[config.mk]
export PLATFORM = sky130hd
export DESIGN_NAME = stopwatch_counter
export DESIGN_NICKNAME = d
export VERILOG_FILES = /design/src/rtl/stopwatch_counter.sv
export SDC_FILE = /design/constraint.sdc
export NUM_CORES = 1
export LEC_CHECK = 0
export BUFFER_PORTS_ARGS = -buffer_cell sky130_fd_sc_hd__clkbuf_2
export CAP_MARGIN = 20
export CORE_MARGIN = 2
export CORE_UTILIZATION = 50
export DETAILED_ROUTE_END_ITERATION = 16
export PLACE_DENSITY = 0.71
export SLEW_MARGIN = 20
export SYNTH_ARGS = -nofsm -noshare
export SYNTH_HDL_FRONTEND = slang
export SYNTH_SLANG_ARGS = --single-unit
[constraint.sdc]
create_clock -name clock_50m -period 2.3 [get_ports clock_50m]
set_input_delay 0.23 -clock clock_50m [delete_from_list [all_inputs] [get_ports clock_50m]]
set_output_delay 0.23 -clock clock_50m [all_outputs]
set_load 0.02 [all_outputs]
[src/rtl/stopwatch_counter.sv]
// Stopwatch time base: divides the input clock to a count tick and accumulates
// h:m:s.cs while running, with lap freeze and clear-while-stopped.
module stopwatch_counter #(
   parameter int CLOCK_HZ = 50_000_000,
   parameter int TICK_HZ  = 100,
   parameter int HOUR_MOD = 24
) (
   input  logic       clock_50m,
   input  logic       reset,
   input  logic       run,
   input  logic       lap,
   input  logic       clear,
   output logic [5:0] hour,
   output logic [5:0] minute,
   output logic [5:0] second,
   output logic [6:0] m_sec,
   output logic       lap_active,
   output logic       tick
);

   localparam int DIV   = CLOCK_HZ / TICK_HZ;
   localparam int PRE_W = (DIV > 1) ? $clog2(DIV) : 1;
   localparam logic [PRE_W-1:0] PRE_LAST  = PRE_W'(DIV - 1);
   localparam logic [5:0]       HOUR_LAST = 6'(HOUR_MOD - 1);

   typedef struct packed {
      logic [5:0] hh;
      logic [5:0] mm;
      logic [5:0] ss;
      logic [6:0] cs;
   } time_t;

   typedef enum logic {LIVE, FROZEN} lap_state_t;

   lap_state_t       state_reg, state_next;
   logic [PRE_W-1:0] pre_reg, pre_next;
   time_t            live_reg, live_next;
   time_t            snap_reg, snap_next;
   time_t            disp_reg, disp_next;
   time_t            live_inc;
   logic             tick_reg, tick_next;
   logic             step;
   logic             clear_eff;

   // Full carry chain resolved in one cycle.
   always_comb begin
      live_inc = live_reg;
      if (live_reg.cs == 7'd99) begin
         live_inc.cs = '0;
         if (live_reg.ss == 6'd59) begin
            live_inc.ss = '0;
            if (live_reg.mm == 6'd59) begin
               live_inc.mm = '0;
               live_inc.hh = (live_reg.hh == HOUR_LAST) ? 6'd0 : live_reg.hh + 6'd1;
            end else begin
               live_inc.mm = live_reg.mm + 6'd1;
            end
         end else begin
            live_inc.ss = live_reg.ss + 6'd1;
         end
      end else begin
         live_inc.cs = live_reg.cs + 7'd1;
      end
   end

   always_comb begin
      state_next = state_reg;
      pre_next   = pre_reg;
      live_next  = live_reg;
      snap_next  = snap_reg;
      tick_next  = 1'b0;
      step       = run && (pre_reg == PRE_LAST);
      clear_eff  = clear && !run;

      if (clear_eff) begin
         pre_next   = '0;
         live_next  = '0;
         state_next = LIVE;
      end else begin
         if (run) begin
            pre_next = step ? '0 : pre_reg + 1'b1;
         end
         if (step) begin
            live_next = live_inc;
            tick_next = 1'b1;
         end
         // Snapshot takes the pre-increment value of the freeze cycle.
         if (lap) begin
            case (state_reg)
               LIVE: begin
                  if (run) begin
                     state_next = FROZEN;
                     snap_next  = live_reg;
                  end
               end
               FROZEN:  state_next = LIVE;
               default: state_next = LIVE;
            endcase
         end
      end

      // Display is registered from next-state values so it tracks the live count with no extra lag.
      disp_next = (state_next == FROZEN) ? snap_next : live_next;
   end

   always_ff @(posedge clock_50m) begin
      if (reset) begin
         state_reg <= LIVE;
         pre_reg   <= '0;
         live_reg  <= '0;
         snap_reg  <= '0;
         disp_reg  <= '0;
         tick_reg  <= 1'b0;
      end else begin
         state_reg <= state_next;
         pre_reg   <= pre_next;
         live_reg  <= live_next;
         snap_reg  <= snap_next;
         disp_reg  <= disp_next;
         tick_reg  <= tick_next;
      end
   end

   assign hour       = disp_reg.hh;
   assign minute     = disp_reg.mm;
   assign second     = disp_reg.ss;
   assign m_sec      = disp_reg.cs;
   assign lap_active = (state_reg == FROZEN);
   assign tick       = tick_reg;

endmodule
==> flow_metrics.py <==
metrics = {
    "floorplanning": {
        "coreArea_mm2": 0.007727,
        "die_x_um": 93.14,
        "die_area_mm2": 0.008674,
        "ios": 32,
        "initial_core_util": 0.5141,
        "fp-row-count": 32,
        "die_height_um": 93.14,
    },
    "critical_path": {
        "crit_type": "flop to flop",
        "critPathMaxFanout": 8,
        "cp.arrival_ps": 2790,
        "worst-endpoint-required_ps": 2600,
        "cp-start-kind": "flop",
        "end_kind": "flop",
    },
    "place": {
        "port_buffers": 31,
        "pre_cts_slack_ps": -191.7,
        "placed_cells": 593,
        "routabilityCongestion": 0.8546,
        "dp_hpwl_um": 6575,
    },
    "sta": {
        "period_minus_slack_ps": 2489,
        "setup_viol": 22,
        "tightest_slew_ps": 695.9,
        "fin_crit_sh": 1.082,
        "clock_skew_ps": 12.21,
        "tns_ps": -1828,
        "fmax_mhz": 401.7,
        "finalHoldViolations": 0,
        "drv_slew": 0,
        "slew_headroom": 0.5361,
        "worst_slack_ps": -189.3,
        "rsz0062_at_grt": "true",
    },
    "yosys": {
        "synthCells": 431,
        "async_flop_share": 0,
        "ys_seq_elements": 96,
        "synth_cell_types": 53,
        "syn_area_mm2": 0.003973,
        "syn_avg_cell_area_um2": 9.217,
        "dominantRegCellSynth": "dfxtp_1",
        "syn_nets": 441,
        "synth_edf_count": 0,
        "ys.warnings.count": 0,
        "yosysSeqAreaShare": 0.4838,
    },
    "final_layout": {
        "layout.cells.non_filler": 622,
        "multiInputGateArea_mm2": 0.002235,
        "drive_gt1_frac": 0.3212,
        "mostFrequentLayoutCells": "dfxtp_1 (90), nor2_1 (64), buf_4 (55)",
        "syn2layout_area_growth_pct": 30.61,
        "layout_commonest_cell": "dfxtp_1",
        "seq_area_mm2": 0.001929,
        "fill_cells": 605,
        "diodes": 0,
        "fin_nets": 525,
    },
    "cts": {
        "hold_buffers": 0,
        "cts_inserted_buffers": 9,
        "cts_tree": "done",
        "clkTransAtPathRegs_ps": 90,
        "clock_sinks": 96,
        "htree_levels": 3,
        "clock_latency_ps": 360,
        "ctsLongestPathBuffers": 2,
        "cts-root-buf": "clkbuf_8",
    },
    "power": {
        "powerDensity_mw_per_mm2": 589.7,
        "combPwrFrac": 0.074,
        "power.internal_uw": 2278,
        "fin_total_pwr_uw": 3060,
        "leakagePower_uw": 0.002090,
        "p_sw_uw": 781.6,
        "switching_share": 0.2554,
        "ir_drop_uv": 393.7,
        "seqPwrFrac": 0.554,
        "clkPwrFrac": 0.372,
    },
    "route": {
        "first_iter_violations": 185,
        "wirelength_um": 10330,
        "avgViaCountPerCell": 5.656,
        "vias": 3518,
        "final_antenna_net_count": 0,
        "drc": 0,
        "drt_pass1_iterations": 5,
        "wl_per_cell_um": 16.60,
    },
    "run_status": {
        "outcome": "finished with violations",
        "failed_checks": "negative setup slack",
    },
    "global_route": {
        "grtUsageTotal": 0.2305,
        "grt_overflow": 0,
        "grt_pass1_vias": 3392,
        "grt_max_degree": 30,
        "grt_pass1_wl_um": 15770,
        "grt_antenna_before_repair": 0,
    },
    "job": {
        "cap_violations": 0,
    },
    "hold_path": {
        "worstHoldPathType": "input pin to flop",
    },
}
-- power groups by stage --
stage / combinational, uW / sequential, uW / clock [uW]
after floorplan: 99.0 / 1760 / 0
after global placement: 209 / 1730 / 0
after detailed placement: 211 / 1730 / 0
after CTS: 215 / 1690 / 1150
after global routing: 239 / 1700 / 1210
final: 226 / 1690 / 1140
-- per-layer routing --
metal  GRT usage  wire length [um]  vias to the layer above
met5           0                 0                        -
met4     0.08211               211                        0
met3     0.03707               440                       20
met2      0.4167              5333                       91
met1      0.2762              4339                     1708
li1            -                 -                     1699
-- final cells by class --
class | count | area share
Clock inverter | 7 | 0.01543
Sequential cell | 96 | 0.3718
Inverter | 10 | 0.007234
Clock buffer | 9 | 0.02387
Tap cell | 102 | 0.02460
Multi-Input combinational cell | 305 | 0.4307
Timing Repair Buffer | 93 | 0.1264
-- synthesized netlist by cell type (6+ instances only) --
cell type  number  share of area
nor2b_1         6         0.0094
mux2i_1        26          0.066
xor2_1          9          0.020
a2bb2oi_1      13          0.029
nand4_1         7          0.011
clkbuf_1       17          0.016
and3_1          7          0.011
a21oi_1        16          0.020
or3_1           7          0.011
nand2_1        29          0.027
nand3_1        21          0.026
dfxtp_1        96           0.48
inv_1           9         0.0085
xnor2_1        12          0.026
o21ai_0         9          0.011
nor3_1         11          0.014
nor2_1         64          0.060
-- per-stage QoR --
step | util | hold slack, ps | instance area, um2
global placement | 0.5988 | 459.2 | 4627
CTS | 0.6370 | 262.1 | 4922
global route | 0.6715 | 269.1 | 5189
finish | 0.6715 | 272.3 | 5189
detailed placement | 0.5988 | 471.1 | 4627
floorplan | - | 374.4 | 4048
-- path summary, 6_finish.rpt --
path,to,startpoint,cells after the start,slack (ps)
worst max-delay path,second[3]$_SDFF_PP0_,pre_reg[11]$_SDFFE_PP0P_,7,-190
worst min register to register,snap_reg[22]$_SDFF_PP0_,snap_reg[22]$_SDFF_PP0_,2,490
worst min-delay path,pre_reg[1]$_SDFFE_PP0P_,run,4,270
worst max register to register,second[3]$_SDFF_PP0_,pre_reg[11]$_SDFFE_PP0P_,7,-190
-- repair_timing --
item / 4_1_cts / 5_1_grt
setup buffers: 2 / 11
pin swaps: 7 / 23
gates resized for setup: 13 / 38
endpoints found under the setup margin: 23 / 34
-- worst max-delay path, stage by stage, from the launching register on --
cell and delay (ps):
dfxtp_2 330, or4b_1 520, or4_4 430, or3_4 370, buf_6 150, or3_4 330
a21oi_2 170, a2bb2oi_2 140
-- cell families after synthesis --
kind of cell,Yosys count,synth area share
AND/OR/NAND/NOR,182,0.2299
flip-flops,96,0.4838
AO/OA/AOI/OAI,71,0.1282
buffers and inverters,30,0.03055
multiplexers,26,0.06551
XOR/XNOR,21,0.04630
adder cells (fa/ha/maj),5,0.01575
Note: power is estimated with default switching activity, not from simulation.
